**config.mk**
```make
export PLATFORM = sky130hd
export DESIGN_NAME = rs_bm_arb
export DESIGN_NICKNAME = d
export VERILOG_FILES = /design/src/rtl/rs_bm_arb_pkg.sv /design/src/rtl/rs_bm_tag_fifo.sv /design/src/rtl/rs_bm_arb.sv
export SDC_FILE = /design/constraint.sdc
export NUM_CORES = 1
export LEC_CHECK = 0
export CAP_MARGIN = 20
export CORE_UTILIZATION = 36
export DETAILED_ROUTE_END_ITERATION = 8
export DONT_BUFFER_PORTS = 1
export PLACE_DENSITY = 0.57
export SYNTH_ARGS = -nofsm -noshare
export SYNTH_HDL_FRONTEND = slang
export SYNTH_SLANG_ARGS = --single-unit
```
**constraint.sdc**
```tcl
create_clock -name aclk -period 4.72 [get_ports aclk]
set_clock_uncertainty 0.15 [all_clocks]
set_input_delay 1.18 -clock aclk [delete_from_list [all_inputs] [get_ports aclk]]
set_output_delay 1.18 -clock aclk [all_outputs]
set_load 0.005 [all_outputs]
```
**src/rtl/rs_bm_arb_pkg.sv**
```systemverilog
// Shared types for the BM arbiter: syndrome/locator layouts and the round-robin picker.
// Pure declarations; no latency or backpressure of its own.
package rs_bm_arb_pkg;

  localparam int SYMB_WIDTH = 8;
  localparam int ROOTS_NUM  = 4;
  localparam int RR_MAX     = 32;

  typedef logic [ROOTS_NUM-1:0][SYMB_WIDTH-1:0] syndrome_t;
  typedef logic [ROOTS_NUM:0][SYMB_WIDTH-1:0]   poly_t;

  // One-hot grant of the first set request at or after ptr, wrapping modulo n (n <= RR_MAX).
  function automatic logic [RR_MAX-1:0] rr_pick(input logic [RR_MAX-1:0] req, input int ptr,
                                                input int n);
    logic [RR_MAX-1:0]         gnt;
    logic                      found;
    logic [$clog2(RR_MAX)-1:0] idx;
    gnt   = '0;
    found = 1'b0;
    for (int i = 0; i < RR_MAX; i++) begin
      idx = $clog2(RR_MAX)'((ptr + i) % n);
      if (i < n && !found && req[idx]) begin
        gnt[idx] = 1'b1;
        found    = 1'b1;
      end
    end
    return gnt;
  endfunction

endpackage

```
**src/rtl/rs_bm_tag_fifo.sv**
```systemverilog
// First-word-fall-through FIFO with full/empty/count; push to empty shows at the head next cycle.
// A push while full is dropped unless a pop frees the slot in the same cycle.
module rs_bm_tag_fifo #(
  parameter int W     = 8,
  parameter int DEPTH = 4
) (
  input  logic                       aclk,
  input  logic                       aresetn,
  input  logic                       push,
  input  logic [W-1:0]               push_dat,
  input  logic                       pop,
  output logic [W-1:0]               pop_dat,
  output logic                       full,
  output logic                       empty,
  output logic [$clog2(DEPTH+1)-1:0] count
);
  localparam int PW  = (DEPTH > 1) ? $clog2(DEPTH) : 1;
  localparam int CNW = $clog2(DEPTH+1);

  logic [W-1:0]  mem [DEPTH];
  logic [PW-1:0] wr_ptr, rd_ptr;
  logic          do_push, do_pop;

  function automatic logic [PW-1:0] ptr_inc(input logic [PW-1:0] p);
    return (p == PW'(DEPTH-1)) ? '0 : p + PW'(1);
  endfunction

  always_comb begin
    full    = (count == CNW'(DEPTH));
    empty   = (count == '0);
    do_pop  = pop & ~empty;
    do_push = push & (~full | do_pop);
    pop_dat = mem[rd_ptr];
  end

  always_ff @(posedge aclk or negedge aresetn) begin
    if (!aresetn) begin
      wr_ptr <= '0;
      rd_ptr <= '0;
      count  <= '0;
    end else begin
      if (do_push) wr_ptr <= ptr_inc(wr_ptr);
      if (do_pop)  rd_ptr <= ptr_inc(rd_ptr);
      case ({do_push, do_pop})
        2'b10:   count <= count + CNW'(1);
        2'b01:   count <= count - CNW'(1);
        default: count <= count;
      endcase
    end
  end

  always_ff @(posedge aclk) begin
    if (do_push) mem[wr_ptr] <= push_dat;
  end

endmodule

```
**src/rtl/rs_bm_arb.sv**
```systemverilog
// Round-robin share of one BM pipeline across CH_NUM lanes; accept T -> err_loc_vld at T+2+BM_LAT.
// The BM cannot stall, so admission is credit-limited to OUT_DEPTH results in flight or buffered.
module rs_bm_arb
  import rs_bm_arb_pkg::*;
#(
  parameter int CH_NUM    = 4,
  parameter int BM_LAT    = ROOTS_NUM,
  parameter int OUT_DEPTH = 4
) (
  input  logic                        aclk,
  input  logic                        aresetn,
  input  syndrome_t [CH_NUM-1:0]      syn_in,
  input  logic [CH_NUM-1:0]           syn_vld,
  output logic [CH_NUM-1:0]           syn_rdy,
  output syndrome_t                   bm_syndrome,
  output logic                        bm_syndrome_vld,
  input  poly_t                       bm_error_locator,
  input  logic                        bm_error_locator_vld,
  output poly_t                       err_loc,
  output logic [$clog2(CH_NUM)-1:0]   err_loc_ch,
  output logic                        err_loc_vld,
  input  logic                        err_loc_rdy,
  output logic [1:0]                  status_err
);
  localparam int CH_W = $clog2(CH_NUM);
  localparam int CW   = $clog2(OUT_DEPTH+1);
  localparam int FW   = $bits(poly_t) + CH_W;

  logic [RR_MAX-1:0]            grant_wide;
  logic [CH_NUM-1:0]            grant;
  logic [CH_W-1:0]              rr_ptr, grant_idx, issue_ch;
  logic [CW-1:0]                credit_cnt, fifo_count;
  logic                         run, issue_ok, issue, pop, push, orphan, overflow;
  logic                         fifo_full, fifo_empty;
  logic [BM_LAT-1:0]            tag_vld;
  logic [BM_LAT-1:0][CH_W-1:0]  tag_ch;
  logic [FW-1:0]                fifo_head;

  always_comb begin
    grant_wide = rr_pick(RR_MAX'(syn_vld), int'(rr_ptr), CH_NUM);
    grant      = grant_wide[CH_NUM-1:0];
    grant_idx  = '0;
    for (int i = 0; i < RR_MAX; i++) begin
      if (grant_wide[i]) grant_idx = CH_W'(i);
    end
    issue_ok = run & (credit_cnt < CW'(OUT_DEPTH));
    syn_rdy  = grant & {CH_NUM{issue_ok}};
    issue    = issue_ok & (|syn_vld);
    pop      = err_loc_vld & err_loc_rdy;
    push     = bm_error_locator_vld & tag_vld[BM_LAT-1];
    orphan   = bm_error_locator_vld & ~tag_vld[BM_LAT-1];
    overflow = push & fifo_full & ~pop;
  end

  // run keeps syn_rdy low while reset is asserted and for the first cycle after release.
  always_ff @(posedge aclk or negedge aresetn) begin
    if (!aresetn) begin
      run             <= 1'b0;
      rr_ptr          <= '0;
      bm_syndrome     <= '0;
      bm_syndrome_vld <= 1'b0;
      issue_ch        <= '0;
      credit_cnt      <= '0;
      status_err      <= '0;
    end else begin
      run             <= 1'b1;
      bm_syndrome_vld <= issue;
      if (issue) begin
        bm_syndrome <= syn_in[grant_idx];
        issue_ch    <= grant_idx;
        rr_ptr      <= (grant_idx == CH_W'(CH_NUM-1)) ? '0 : grant_idx + CH_W'(1);
      end
      case ({issue, pop})
        2'b10:   credit_cnt <= credit_cnt + CW'(1);
        2'b01:   credit_cnt <= credit_cnt - CW'(1);
        default: credit_cnt <= credit_cnt;
      endcase
      status_err <= status_err | {overflow, orphan};
    end
  end

  always_ff @(posedge aclk or negedge aresetn) begin
    if (!aresetn) begin
      tag_vld <= '0;
      tag_ch  <= '0;
    end else begin
      tag_vld[0] <= bm_syndrome_vld;
      tag_ch[0]  <= issue_ch;
      for (int i = 1; i < BM_LAT; i++) begin
        tag_vld[i] <= tag_vld[i-1];
        tag_ch[i]  <= tag_ch[i-1];
      end
    end
  end

  rs_bm_tag_fifo #(
    .W     (FW),
    .DEPTH (OUT_DEPTH)
  ) u_fifo (
    .aclk     (aclk),
    .aresetn  (aresetn),
    .push     (push),
    .push_dat ({bm_error_locator, tag_ch[BM_LAT-1]}),
    .pop      (pop),
    .pop_dat  (fifo_head),
    .full     (fifo_full),
    .empty    (fifo_empty),
    .count    (fifo_count)
  );

  assign {err_loc, err_loc_ch} = fifo_head;
  assign err_loc_vld           = ~fifo_empty;

  credit_covers_fifo: assert property (@(posedge aclk) disable iff (!aresetn)
    fifo_count <= credit_cnt);

endmodule

```
# Word-level counts from Yosys, hierarchy flattened
# Memory sizes are Yosys's and may differ from the RTL's.
# Index checks and enable logic that the tools add are counted.
# word_totals
reg_bits,62
mem_bits_rw,168
in_bits,176
output_inout_bits,82
word_cells,149
n_memories,1
# classes
addsub,10
n_lt_le_gt_ge,10
n_eq_ne,8
mux,63
n_bitwise,22
n_reduce_logical,17
# memory_table
memory,words,word_bits,read_ports,rd_clocked_by_memory_dff,wr,line_no,rtl
u_fifo.mem,4,42,1,0,1,rs_bm_tag_fifo.sv:20,logic [W-1:0] mem [DEPTH];
# op_table
operator,count
$mux 32,4
$mux 2,33
$bmux 32 s2,1
$or 32x32->32,2
$or 4x32->32,1
$lt 5x6->1 const B,3
$ge 5x1->1 const B,3
$mux 1,14
$pmux 3 s2,2
$eq 2x2->1 const B,5
$and 1x1->1,9
$bmux 1 s3,3
$demux 1 s3,3
$add 2x1->2 const B,4
$logic_and 1x1->1,7
$add 3x1->3 const B,2
$lt 2x6->1 const B,1
$reduce_or 2->1,3
$sub 3x1->3 const B,2
$add 2x2->2 const B,2
$and 4x4->4,1
$eq 2x1->1 const B,2
$mux 4,1
$not 1->1,4
13 further kinds,18

# Longest topological paths before layout
# logic_depth
depth_word,46
ltp_mapped,11
ltp_nobuf,9

# Modules after synthesis
# Synthesis repeated with hierarchy kept, for this count alone.
# unflattened
cells_unflattened,619
area_unflattened_um2,10060.9
# modules_own_cells
module,n_inst,cells_each,area_each_um2,seq_area_each_um2
rs_bm_tag_fifo,1,262,6511.2,5220.0
rs_bm_arb,1,357,3549.7,1376.3

# Worst setup path before layout
# No wires, ideal clock.
# synth_timing
path_type,input -> output
startpoint,in syn_vld[2]
endpoint,out syn_rdy[1]
arrival_time_ps,2860
t_required_ps,3390
path_slack_ps,530
path_stages,7
path_buffers,3
path_cell_list,mux4_2 -> or4b_1 -> buf_2 -> and3_1 -> buf_6 -> buf_6 -> nor2_1
# synth_via
elab_chain_cells,13
word_cells_on_any_way,25
classes_between,15 x mux; 4 x bitwise; 6 x reduce/logical
# synth_rtl
element,line_no,rtl
"start, declared",rs_bm_arb.sv:13,"input logic [CH_NUM-1:0] syn_vld,"
$bmux 1 s2,rs_bm_arb_pkg.sv:22,if (i < n && !found && req[idx]) begin
$mux 1 (implied by the code),rs_bm_arb_pkg.sv:22,
$mux 1,rs_bm_arb_pkg.sv:22,
$logic_not 1->1,rs_bm_arb_pkg.sv:22,
$logic_and 1x1->1,rs_bm_arb_pkg.sv:22,
$mux 1,rs_bm_arb_pkg.sv:22,
$logic_not 1->1,rs_bm_arb_pkg.sv:22,
$logic_and 1x1->1,rs_bm_arb_pkg.sv:22,
$mux 1,rs_bm_arb_pkg.sv:22,
$logic_not 1->1,rs_bm_arb_pkg.sv:22,
$logic_and 1x1->1,rs_bm_arb_pkg.sv:22,
$mux 32 *,rs_bm_arb_pkg.sv:22,
$and 4x4->4 *,rs_bm_arb.sv:47,syn_rdy = grant & {CH_NUM{issue_ok}};
"end, declared",rs_bm_arb.sv:14,"output logic [CH_NUM-1:0] syn_rdy,"
# Every way passes the cells marked *; elsewhere a longest branch is shown, timed or not. The select of a mux whose other input is x is not followed.

# Worst setup path in the final report
# layout_timing
startpoint,reg rr_ptr[1]
endpoint,out syn_rdy[1]
# layout_via
elab_chain_cells,14
word_cells_on_any_way,54
classes_between,3 x add/sub; 8 x order compare; 23 x mux; 7 x bitwise; 13 x reduce/logical
# layout_rtl
element,line_no,rtl
"start, declared",rs_bm_arb.sv:31,"logic [CH_W-1:0] rr_ptr, grant_idx, issue_ch;"
"start signal, assigned",rs_bm_arb.sv:71,rr_ptr <= (grant_idx == CH_W'(CH_NUM-1)) ? '0 : grant_idx + CH_W'(1);
$add 2x1->2,rs_bm_arb_pkg.sv:21,idx = $clog2(RR_MAX)'((ptr + i) % n);
$reduce_or 2->1 (no line),--,
$and 1x1->1 (no line),--,
"$lt 5x6->1 (implied by the code), or another cell as far along",rs_bm_arb_pkg.sv:23,gnt[idx] = 1'b1;
$logic_and 1x1->1 (implied by the code) or $mux 1 (tied branches),"rs_bm_arb_pkg.sv:23, rs_bm_arb_pkg.sv:22",
$mux 1 (implied by the code) or $logic_and 1x1->1 (tied branches),"rs_bm_arb_pkg.sv:23, rs_bm_arb_pkg.sv:22",
$demux 1 s3 or $mux 1 (tied branches),"rs_bm_arb_pkg.sv:23, rs_bm_arb_pkg.sv:22",
$or 4x32->32 (no line) or $logic_not 1->1 (tied branches),--,
$mux 32 or $logic_and 1x1->1 (tied branches),rs_bm_arb_pkg.sv:22,
$or 32x32->32 (no line) or $mux 1 (tied branches),--,
$mux 32 or $logic_not 1->1 (tied branches),rs_bm_arb_pkg.sv:22,
$or 32x32->32 (no line) or $logic_and 1x1->1 (tied branches),--,
$mux 32 *,rs_bm_arb_pkg.sv:22,
$and 4x4->4 *,rs_bm_arb.sv:47,
# Marks and branches as above.

==> qor.yml <==
placement:
  dp_hpwl_mm: 16.2
  dp_cells: 1041
  globalplace.congestion: 0.987
  portBuffers: 0
  pre_cts_ws_ns: 0.495
  postPlaceCellArea_mm2: 0.0106
synth:
  synth-async-reset-ratio: 0.270
  synth_top_cell_by_area: "edfxtp_1"
  synth_area_leaders: "edfxtp_1, dfrtp_1, mux4_2"
  synth.top_cell.area_share: 0.495
  synth-xor-area-share: 0.00430
  synth_edf_count: 168
  syn_area_mm2: 0.0102
  yosys-mux-area-fraction: 0.101
  synth_cells: 690
  synth_top_family_by_area: "compound AO/OA/AOI/OAI gates"
  ys_warn_count: 0
  avgSynthCellArea_um2: 14.8
  synth_adder_area_share: 0.0199
  syn_nets: 881
  synthSimpleGateAreaFrac: 0.0612
  synth_compound_area_frac: 0.128
  synth_cell_types: 45
  ys_ff_latch: 230
  synthFlopType: "edfxtp_1"
  synthTopCellsByCount: "edfxtp_1, nand2_1, dfrtp_1"
  yosysMostFrequentCell: "edfxtp_1"
  yosysSeqAreaShare: 0.648
die:
  initial_utilization: 0.367
  dieHeight_um: 170
  coreArea_mm2: 0.0278
  io_pins: 258
  fp.dieW_um: 170
  die-area_mm2: 0.0290
  std_cell_rows: 61
route:
  wl_per_cell_um: 22.0
  drt_pass1_iterations: 5
  final_antenna_net_count: 0
  vias: 6149
  drt-initial-drc-count: 491
  wirelength_mm: 24.0
  via_per_inst: 5.65
  drcViolationCount: 0
timing:
  holdWs_ns: 0.196
  worst_pin_slew_ns: 1.01
  post-route-min-period_ns: 4.39
  post-route-period-util: 0.929
  setup_viol: 0
  worst_slack_ns: 0.335
  hold_viol: 0
  fin_tns_setup_ns: 0
  drv_slew: 0
  relSlewSlack: 0.325
  rsz0062_at_grt: "no"
  max_freq_mhz: 228
setup_path:
  critPathLaunchType: "flip-flop"
  slowest_stage: "mux4_2"
  worst_r2r_endpoint: "bm_syndrome[28]$_DFFE_PN0P_"
  endpoint_kind: "output pin"
  arrival_ns: 3.06
  cpPeakStageDelay_ns: 0.57
  crit_family: "simple AND/OR/NAND/NOR gates"
  critPathKind: "reg2out"
  path_max_fanout: 9
  r2r_cells: 9
  reg2reg_from: "rr_ptr[1]$_DFFE_PN0P_"
  r2r_setup_slack_ns: 1.00
  crit_required_ns: 3.39
  path_buf_inv: 1
  critical_path.cell_chain: "inv_1 > ha_1 > mux4_2 > or4b_1 > and3_2 > nor2_1"
clock_tree:
  htreeDepth: 1
  cts.clk_slew.worst_paths_ns: 0.06
  root_buffer: "clkbuf_16"
  cts_tree: "done"
  clock_path_buffers: 3
  clock_latency_ns: 0.52
  ctsHoldBuffers: 0
  postCtsSetupBuffers: 0
  cts_num_sinks: 230
  cts_buffers: 25
grt:
  antenna_found_initial: 1
  globalRouteOverflowTotal: 0
  track_usage: 0.162
  grt_pass1_vias: 6365
  grt_pass1_wl_mm: 36.5
  grt_max_degree: 63
status:
  status: "complete, no violations"
hold_path:
  hold_class: "in2async"
power:
  p_clk_frac: 0.264
  peakVddDrop_uv: 698
  powerDensity_mw_per_mm2: 647
  p_sw_w: 0.00256
  leakage_nw: 4.10
  power_frac_comb: 0.348
  seqPwrFrac: 0.388
  p_sw_frac: 0.344
  power.internal_w: 0.00488
finish:
  final_cells: 1088
  design_area_mm2: 0.0115
  area_growth_pct: 12.9
  final_nets: 882
  multiInputGateArea_mm2: 0.00323
  area.sequential_mm2: 0.00660
  drive_gt1_frac: 0.210
  fillers: 2552
run:
  drv_cap: 0
-- cell families after synthesis --
logic type / count (synthesis)
xor+xnor: 5
flops: 230
simple gates: 145
mux: 46
compound gates: 156
buf+inv: 92
other cells: 1
fa+ha+maj: 15
-- final cells by class --
cell class,instances,area share
Antenna cell,1,0.000218
Clock buffer,36,0.0625
Clock inverter,9,0.0102
Inverter,46,0.0150
Multi-Input combinational cell,368,0.281
Sequential cell,230,0.574
Tap cell,378,0.0411
Timing Repair Buffer,20,0.0152
-- worst reg2reg max path, stage by stage, from the launching register on --
cell,delay (ns)
dfrtp_1,0.53
inv_1,0.16
ha_1,0.36
mux4_2,0.57
nor2b_1,0.21
a22o_1,0.25
a2111o_2,0.65
buf_12,0.26
a2111oi_2,0.36
a211o_1,0.16
-- power by group through the flow --
stage          sequential [W]  clock [W]  combinational, W
6_report              0.00289    0.00196           0.00259
5_1_grt               0.00295    0.00209           0.00282
4_1_cts               0.00297    0.00202           0.00250
3_5_place_dp          0.00301          0           0.00250
3_3_place_gp          0.00299          0           0.00240
2_1_floorplan         0.00273          0           0.00216
-- metrics by stage --
| stage | total power (W) | util |
|---|---|---|
| floorplan | 0.00490 | - |
| global placement | 0.00539 | 0.383 |
| detailed placement | 0.00550 | 0.383 |
| CTS | 0.00749 | 0.413 |
| global route | 0.00786 | 0.414 |
| finish | 0.00744 | 0.414 |
-- registers in the layout, summed over array words and instances, names as in the netlist, 3 cells and up --
| register | flops |
|---|---|
| u_fifo.count | 3 |
| bm_syndrome | 32 |
| u_fifo.mem | 168 |
| tag_ch | 8 |
| credit_cnt | 3 |
| tag_vld | 4 |
-- cells in the final DEF (no fill, tap or decap), drive strengths merged, types with 3 or more instances in the layout --
| master | Yosys | layout |
|---|---|---|
| a2111oi | 34 | 34 |
| xnor2 | 3 | 3 |
| and2 | 4 | 4 |
| clkinv | 0 | 4 |
| a211o | 32 | 32 |
| nor3 | 3 | 3 |
| a31oi | 32 | 32 |
| edfxtp | 168 | 168 |
| nor2 | 44 | 44 |
| nand2 | 74 | 74 |
| nand3b | 3 | 3 |
| a21oi | 4 | 4 |
| inv | 46 | 47 |
| a21o | 4 | 4 |
| mux4 | 45 | 45 |
| buf | 17 | 20 |
| dfrtp | 62 | 62 |
| o21ai | 37 | 37 |
| ha | 13 | 13 |
| nor4 | 3 | 3 |
| a221oi | 5 | 5 |
| clkbuf | 29 | 36 |
| or2 | 3 | 3 |
-- how the worst max path moves through the flow --
stage | startpoint | end | cells after the start
4_1_cts | rr_ptr[1]$_DFFE_PN0P_ | syn_rdy[2] | 7
3_5_place_dp | syn_vld[0] | syn_rdy[2] | 5
2_1_floorplan | syn_vld[2] | syn_rdy[1] | 7
5_1_grt | rr_ptr[1]$_DFFE_PN0P_ | syn_rdy[1] | 6
6_report | rr_ptr[1]$_DFFE_PN0P_ | syn_rdy[1] | 6
3_3_place_gp | syn_vld[2] | syn_rdy[2] | 5
-- layer usage --
metal | global-route usage | part of all wire | vias up
met3 | 0.0588 | 0.11 | 61
met5 | 0 | 0 | -
li1 | - | - | 2657
met4 | 0.0611 | 0.032 | 0
met1 | 0.195 | 0.38 | 3094
met2 | 0.267 | 0.48 | 337
-- timing repair --
item	CTS	global route
endpoints found under the hold margin	0	0
setup endpoints to repair	0	1
resized for setup	0	1
Note: power is estimated with default switching activity, not from simulation.
